File: src/rtl/vision_pkg.sv
// Shared types for the vision streaming stages: pixel beat, edge levels and FSM states.
package vision_pkg;

  localparam int PIX_W = 8;

  localparam logic [PIX_W-1:0] EDGE_ON  = 8'hFF;
  localparam logic [PIX_W-1:0] EDGE_OFF = 8'h00;

  typedef logic [0:0] state_t;
  localparam state_t S_IDLE   = 1'b0;
  localparam state_t S_ACTIVE = 1'b1;

  typedef struct packed {
    logic [PIX_W-1:0] data;
    logic             sof;
    logic             eol;
    logic             eof;
  } pix_beat_t;

endpackage

File: src/rtl/edge_binarizer_skid_buffer.sv
// Generic 2-entry valid/ready skid buffer; in_ready is registered so it never
// depends combinationally on out_ready or in_valid.
module stream_skid_buffer #(
  parameter type T = logic [7:0]
) (
  input  logic clk,
  input  logic rst,
  input  logic in_valid,
  output logic in_ready,
  input  T     in_data,
  output logic out_valid,
  input  logic out_ready,
  output T     out_data
);

  // Handshake: a beat moves when valid & ready are both high at a rising edge;
  // out_valid/out_data hold steady until accepted, in_ready ignores in_valid.
  T           mem_q [2];
  T           mem_d [2];
  logic       wr_ptr_q, wr_ptr_d;
  logic       rd_ptr_q, rd_ptr_d;
  logic [1:0] cnt_q, cnt_d;
  logic       in_ready_q, in_ready_d;
  logic       push, pop;

  assign push = in_valid & in_ready_q;
  assign pop  = out_valid & out_ready;

  always_comb begin
    mem_d    = mem_q;
    wr_ptr_d = wr_ptr_q;
    rd_ptr_d = rd_ptr_q;
    if (push) begin
      mem_d[wr_ptr_q] = in_data;
      wr_ptr_d        = ~wr_ptr_q;
    end
    if (pop) begin
      rd_ptr_d = ~rd_ptr_q;
    end
    case ({push, pop})
      2'b10:   cnt_d = cnt_q + 2'd1;
      2'b01:   cnt_d = cnt_q - 2'd1;
      default: cnt_d = cnt_q;
    endcase
    in_ready_d = (cnt_d != 2'd2);
  end

  always_ff @(posedge clk or posedge rst) begin
    if (rst) begin
      mem_q[0]   <= '0;
      mem_q[1]   <= '0;
      wr_ptr_q   <= 1'b0;
      rd_ptr_q   <= 1'b0;
      cnt_q      <= 2'd0;
      in_ready_q <= 1'b0;
    end else begin
      mem_q      <= mem_d;
      wr_ptr_q   <= wr_ptr_d;
      rd_ptr_q   <= rd_ptr_d;
      cnt_q      <= cnt_d;
      in_ready_q <= in_ready_d;
    end
  end

  assign in_ready  = in_ready_q;
  assign out_valid = (cnt_q != 2'd0);
  assign out_data  = mem_q[rd_ptr_q];

endmodule

File: src/rtl/edge_binarizer.sv
// Thresholds the convolution magnitude stream to 0x00/0xFF, blanks the 1-pixel
// frame border, tags sof/eol/eof and reports the per-frame edge-pixel count.
module edge_binarizer
  import vision_pkg::*;
#(
  parameter int IMG_WIDTH  = 640,
  parameter int IMG_HEIGHT = 480,
  parameter int W          = PIX_W,
  parameter int CNT_W      = $clog2(IMG_WIDTH*IMG_HEIGHT+1)
) (
  input  logic             clk,
  input  logic             rst,
  input  logic [W-1:0]     threshold,
  input  logic             x_valid,
  output logic             x_ready,
  input  logic [W-1:0]     x_data,
  output logic             y_valid,
  input  logic             y_ready,
  output logic [W-1:0]     y_data,
  output logic             y_sof,
  output logic             y_eol,
  output logic             y_eof,
  output logic [CNT_W-1:0] edge_count,
  output logic             count_valid,
  output state_t           dbg_state
);

  localparam int COL_W = $clog2(IMG_WIDTH);
  localparam int ROW_W = $clog2(IMG_HEIGHT);
  localparam logic [COL_W-1:0] COL_LAST = COL_W'(IMG_WIDTH-1);
  localparam logic [ROW_W-1:0] ROW_LAST = ROW_W'(IMG_HEIGHT-1);

  logic [COL_W-1:0] col_q, col_d;
  logic [ROW_W-1:0] row_q, row_d;
  state_t           state_q, state_d;
  logic [W-1:0]     thr_q, thr_d;
  logic [CNT_W-1:0] acc_q, acc_d, acc_next;
  logic [CNT_W-1:0] edge_count_q, edge_count_d;
  logic             count_valid_q, count_valid_d;
  logic             x_fire, first_col, last_col, first_row, last_row;
  logic             border, pix_edge;
  pix_beat_t        beat_in, beat_out;

  assign x_fire    = x_valid & x_ready;
  assign first_col = (col_q == '0);
  assign last_col  = (col_q == COL_LAST);
  assign first_row = (row_q == '0);
  assign last_row  = (row_q == ROW_LAST);
  assign border    = first_row | last_row | first_col | last_col;
  assign pix_edge  = !border && (x_data >= thr_q);
  assign acc_next  = acc_q + CNT_W'(pix_edge);

  always_comb begin
    beat_in.data = pix_edge ? EDGE_ON : EDGE_OFF;
    beat_in.sof  = first_row & first_col;
    beat_in.eol  = last_col;
    beat_in.eof  = last_row & last_col;
  end

  // The sof pixel is always border, so the stale thr_q it sees never matters.
  always_comb begin
    col_d         = col_q;
    row_d         = row_q;
    state_d       = state_q;
    thr_d         = thr_q;
    acc_d         = acc_q;
    edge_count_d  = edge_count_q;
    count_valid_d = 1'b0;
    if (x_fire) begin
      if (last_col) begin
        col_d = '0;
        row_d = last_row ? '0 : row_q + ROW_W'(1);
      end else begin
        col_d = col_q + COL_W'(1);
      end
      case (state_q)
        S_IDLE: begin
          thr_d   = threshold;
          acc_d   = '0;
          state_d = S_ACTIVE;
        end
        default: begin
          acc_d = acc_next;
          if (last_row && last_col) begin
            edge_count_d  = acc_next;
            count_valid_d = 1'b1;
            state_d       = S_IDLE;
          end
        end
      endcase
    end
  end

  always_ff @(posedge clk or posedge rst) begin
    if (rst) begin
      col_q         <= '0;
      row_q         <= '0;
      state_q       <= S_IDLE;
      thr_q         <= '0;
      acc_q         <= '0;
      edge_count_q  <= '0;
      count_valid_q <= 1'b0;
    end else begin
      col_q         <= col_d;
      row_q         <= row_d;
      state_q       <= state_d;
      thr_q         <= thr_d;
      acc_q         <= acc_d;
      edge_count_q  <= edge_count_d;
      count_valid_q <= count_valid_d;
    end
  end

  stream_skid_buffer #(.T(pix_beat_t)) u_skid (
    .clk       (clk),
    .rst       (rst),
    .in_valid  (x_valid),
    .in_ready  (x_ready),
    .in_data   (beat_in),
    .out_valid (y_valid),
    .out_ready (y_ready),
    .out_data  (beat_out)
  );

  assign y_data      = beat_out.data;
  assign y_sof       = beat_out.sof;
  assign y_eol       = beat_out.eol;
  assign y_eof       = beat_out.eof;
  assign edge_count  = edge_count_q;
  assign count_valid = count_valid_q;
  assign dbg_state   = state_q;

endmodule

File: config.mk
export PLATFORM = sky130hd
export DESIGN_NAME = edge_binarizer
export DESIGN_NICKNAME = d
export VERILOG_FILES = /design/src/rtl/vision_pkg.sv /design/src/rtl/edge_binarizer_skid_buffer.sv /design/src/rtl/edge_binarizer.sv
export SDC_FILE = /design/constraint.sdc
export NUM_CORES = 1
export LEC_CHECK = 0
export CAP_MARGIN = 40
export CORE_UTILIZATION = 56
export DETAILED_ROUTE_END_ITERATION = 8
export PLACE_DENSITY_LB_ADDON = 0.05
export SLEW_MARGIN = 20
export SYNTH_ARGS = -nofsm -noshare
export SYNTH_HDL_FRONTEND = slang
export SYNTH_SLANG_ARGS = --single-unit
File: constraint.sdc
create_clock -name clk -period 3.6 [get_ports clk]
set_clock_uncertainty 0.1 [all_clocks]
set_input_delay 0.54 -clock clk [delete_from_list [all_inputs] [get_ports clk]]
set_output_delay 0.54 -clock clk [all_outputs]
set_load 0.1 [all_outputs]
# After elaboration in Yosys (flattened, before gate mapping)
# Index checks and enable logic that the tools add are counted.
# word_totals
ff_bits,94
in_bits,20
output_inout_bits,34
elab_cells,71
# op_classes
add_sub_neg,5
order_cmp,4
n_eq_ne,5
mux,16
bitwise,12
reduce_logical,10
# ops
op,count
$mux 11,4
$bwmux 22,1
$add 19x1->19,1
$mux 19,1
$demux 11 s1,1
$add 10x1->10 const B,1
$eq 10x10->1 const B,1
$logic_not 10->1,1
$mux 10,1
$add 9x1->9 const B,1
$eq 9x9->1 const B,1
$logic_not 9->1,1
$mux 9,1
$ge 8x8->1,1
$mux 8,1
$mux 1,5
$and 1x1->1,4
$ge 2x2->1 const B,2
$not 1->2,2
$pmux 2 s2,1
$reduce_and 2->1,2
$logic_and 1x1->1,3
$not 1->1,3
$or 1x1->1,3
9 further kinds,9

# Logic depth before layout (Yosys ltp)
# logic_depth
depth_word,8
depth_mapped,13
ltp_nobuf,12

# By module
# A second synthesis with hierarchy kept.
# hier_totals
cells_unflattened,441
area_unflattened_um2,4767.1
# modules_own_cells
mod,instances,cells_per_inst,area_each_um2,seq_area_each_um2
edge_binarizer,1,359,3540.9,1676.6
stream_skid_buffer,1,82,1226.2,675.6

# Worst setup path after synthesis
# No wires, ideal clock.
# synth_timing
kind,in2reg
startpoint,input x_data[0]
endpoint,"register edge_count_q[6], in the netlist edge_count[6]"
setup_time_ns,0.125
t_arrival_ns,2.976
required_ns,3.375
slack_ns,0.398
cell_stages,12
n_path_buf,0
path_cell_list,inv_1 -> ha_1 -> nand2b_1 -> a2111o_1 -> a31oi_1 -> nor3_1 -> ha_1 -> ha_1 -> and3_1 -> and3_2 -> xor2_1 -> mux2_2
# synth_between
elab_chain_cells,3
# synth_rtl
element,line,text
start: declaration,edge_binarizer.sv:16,"input logic [W-1:0] x_data,"
$ge 8x8->1,edge_binarizer.sv:50,assign pix_edge = !border && (x_data >= thr_q);
$logic_and 1x1->1,edge_binarizer.sv:50,
$add 19x1->19,edge_binarizer.sv:51,assign acc_next = acc_q + CNT_W'(pix_edge);
end signal: assignment,edge_binarizer.sv:109,edge_count_q <= edge_count_d;
end: declaration,edge_binarizer.sv:38,"logic [CNT_W-1:0] edge_count_q, edge_count_d;"
# Every way passes these cells.
# A chain may end at the register's enable or synchronous reset.

# Final worst setup path
# layout_timing
startpoint,input x_data[0]
endpoint,"register edge_count_q[12], in the netlist edge_count[12]"
# Same word-level chain as after synthesis.

==> impl_metrics.env <==
export IMPL_fin_area_um2=5430
export IMPL_io_buffers=53
export IMPL_grt_use_total_pct=24.0
export IMPL_postCtsSetupRepairBufs=0
export IMPL_p_switching_uw=1470
export IMPL_dp_cells=582
export IMPL_drt_total_wl_um=8920
export IMPL_layout_common_cells="dfrtp_1 (80), nand2_1 (43), clkdlybuf4s50_1 (41)"
export IMPL_utilization_pct=74.5
export IMPL_cp_slowest_cell="or4_2"
export IMPL_crit_arrival_ps=3610
export IMPL_slew_viol_final=0
export IMPL_synth_top_family_by_area="simple AND/OR/NAND/NOR gates"
export IMPL_num_nets_final=529
export IMPL_diodes=0
export IMPL_worstSkewPairLatency_ps=340
export IMPL_hold_viol_final=0
export IMPL_place_area_um2=5190
export IMPL_ff2ff_path_depth=11
export IMPL_die_area_um2=7960
export IMPL_min_path_type="reg2reg"
export IMPL_seq_power_share_pct=34.5
export IMPL_yosysUniqueCellTypes=51
export IMPL_syn2layout_area_growth_pct=27.5
export IMPL_clock_sinks=80
export IMPL_synth_edf_count=0
export IMPL_drt_iter0_drc=104
export IMPL_ys_warn_count=0
export IMPL_syn_mean_instance_area_um2=10.3
export IMPL_die_h_um=89.2
export IMPL_grt_pass1_wl_um=14500
export IMPL_cts_made_buffers=9
export IMPL_drt_pass1_iter_count=4
export IMPL_slowest_delay_ps=710
export IMPL_status="finished, final reports clean"
export IMPL_period_share_pct=96.4
export IMPL_setup_tns_ps=0
export IMPL_coreArea_um2=7290
export IMPL_peakVddDrop_uv=434
export IMPL_worstHoldPathCells=2
export IMPL_path_cells="clkdlybuf4s50_1 > inv_1 > ha_1 > nand2b_1 > a2111o_1 > a31oi_1 > nor3_1 > ha_1 > ha_1 > nand3_4 > or4_2 > xnor2_1 > mux2_2"
export IMPL_comb_power_share_pct=42.4
export IMPL_seq_area_frac_synth_pct=47.0
export IMPL_clk_pin_slew_ps=80
export IMPL_yosys_area_share_simple_pct=18.3
export IMPL_fin_cells=597
export IMPL_leakagePower_uw=0.00251
export IMPL_drc=0
export IMPL_wl_per_cell_um=14.9
export IMPL_placementRows=31
export IMPL_p_per_area_nw_per_um2=632
export IMPL_path_class="in2reg"
export IMPL_rsz0062_at_grt="false"
export IMPL_syn_area_um2=4260
export IMPL_netlist_instances=415
export IMPL_cp_max_fo=5
export IMPL_p_int_uw=1960
export IMPL_timing_critical_path_mode_cell="ha_1"
export IMPL_clk_path_buf_depth=2
export IMPL_async_flop_share_pct=100
export IMPL_cp_start_kind="input pin"
export IMPL_fmax_mhz=288
export IMPL_finalWorstPathRequiredPeriod_ps=3470
export IMPL_drv_cap=0
export IMPL_post_drt_via_cell_ratio=5.49
export IMPL_die_w_um=89.2
export IMPL_drtAntennaViolNets=0
export IMPL_ctsRootBufferMaster="clkbuf_8"
export IMPL_vias=3278
export IMPL_syn_num_nets=450
export IMPL_relSlewSlack_pct=59.2
export IMPL_end_kind="flop"
export IMPL_yosys_register_bits=80
export IMPL_dp_hpwl_um=6350
export IMPL_grt_start_max_net_pins=36
export IMPL_place_congestion=0.823
export IMPL_io_pins=54
export IMPL_power_frac_clock_pct=23.1
export IMPL_htree_levels=3
export IMPL_drive_above_1_share_pct=21.9
export IMPL_layout_commonest_cell="dfrtp_1"
export IMPL_swShare_pct=43.0
export IMPL_antenna_found_initial=0
export IMPL_synthAdderAreaFrac_pct=4.41
export IMPL_grt_pass1_vias=3170
export IMPL_tightest_slew_ps=607
export IMPL_ys_flop_type="dfrtp_1"
export IMPL_setup_viol=0
export IMPL_cts_tree="built"
export IMPL_synthMuxAreaShare_pct=10.8
export IMPL_timing_hold_ws_ps=378
export IMPL_yosys_area_share_xor_xnor_pct=5.76
export IMPL_gr_total_overflow=0
export IMPL_synth_compound_area_share_pct=7.96
export IMPL_crit_required_ps=3730
export IMPL_start_util_pct=58.4
-- per-stage QoR --
step,setup slack (ps),total power (uW)
floorplan,398,2370
global placement,-186,2590
detailed placement,-180,2650
CTS,125,3450
global route,2.52,3610
finish,129,3430
-- final cells by class --
cell class | instances | area [um2]
multi-input cells | 287 | 2020
well taps | 99 | 124
fillers | 543 | 1860
repair buffers | 93 | 966
clock inverters | 3 | 90.1
flip-flops and latches | 80 | 2000
inverters | 23 | 86.3
clock buffers | 12 | 145
-- worst paths after layout --
kind | startpoint | end | slack (ps)
setup / recovery | x_data[0] | edge_count[12] | 130
hold / removal | acc_q[0] | acc_q[0] | 380
setup reg to reg | row_q[0] | edge_count[12] | 320
hold reg to reg | acc_q[0] | acc_q[0] | 380
max in group asynchronous | rst | acc_q[3] | 2120
min in group asynchronous | rst | edge_count[2] | 490
-- worst max-delay path: cells and delay by family --
| kind | cells | cell delay [ps] |
|---|---|---|
| AO/OA/AOI/OAI | 2 | 280 |
| AND/OR/NAND/NOR | 4 | 1130 |
| buffers and inverters | 2 | 500 |
| multiplexers | 1 | 270 |
| XOR/XNOR | 1 | 150 |
| adder cells (fa/ha/maj) | 3 | 740 |
-- cells in the mapped netlist (all sizes together), types with 8 or more instances --
cell | count | area (um2)
mux2i | 12 | 120
mux2 | 30 | 338
o21ai | 27 | 135
a21oi | 11 | 55.1
buf | 15 | 116
nor3 | 8 | 40.0
nand4 | 14 | 93.8
xnor2 | 15 | 131
inv | 21 | 78.8
xor2 | 13 | 114
nor2 | 22 | 82.6
ha | 15 | 188
nand3 | 20 | 125
nand2 | 43 | 161
dfrtp | 80 | 2000
clkbuf | 9 | 35.0
-- power by group through the flow --
stage	clock [uW]	sequential (uW)	combinational [uW]
after CTS	808	1180	1460
after detailed placement	0	1200	1450
final	791	1180	1460
after global placement	0	1190	1390
after global routing	839	1210	1560
after floorplan	0	1170	1200
-- cells by family (layout without fill, tap and decap cells) --
family,count (synthesis),after routing
and+or+nand+nor,145,145
DFF,80,80
AOI/OAI and AO/OA,57,57
buffers and inverters,48,131
muxes,42,42
xor gates and xnor gates,28,28
adders and majority gates,15,15
-- per-layer routing --
metal	wire [um]	global-route usage [%]
met1	4110	30.2
met2	4430	41.2
met3	232	3.32
met4	150	11.1
met5	0	0
-- state kept, by name, indices dropped and copies added (netlist names) --
name,cells
u_skid.in_ready,1
edge_count,19
u_skid.mem_q,8
count_valid,1
u_skid.cnt_q,2
thr_q,8
acc_q,19
col_q,10
u_skid.wr_ptr_q,1
row_q,9
u_skid.rd_ptr_q,1
dbg_state,1
-- timing repair --
| action | 4_1_cts | 5_1_grt |
|---|---|---|
| gates resized for setup | 0 | 1 |
| setup endpoints to repair | 0 | 3 |
| hold buffers | 0 | 0 |
Note: power is estimated with default switching activity, not from simulation.
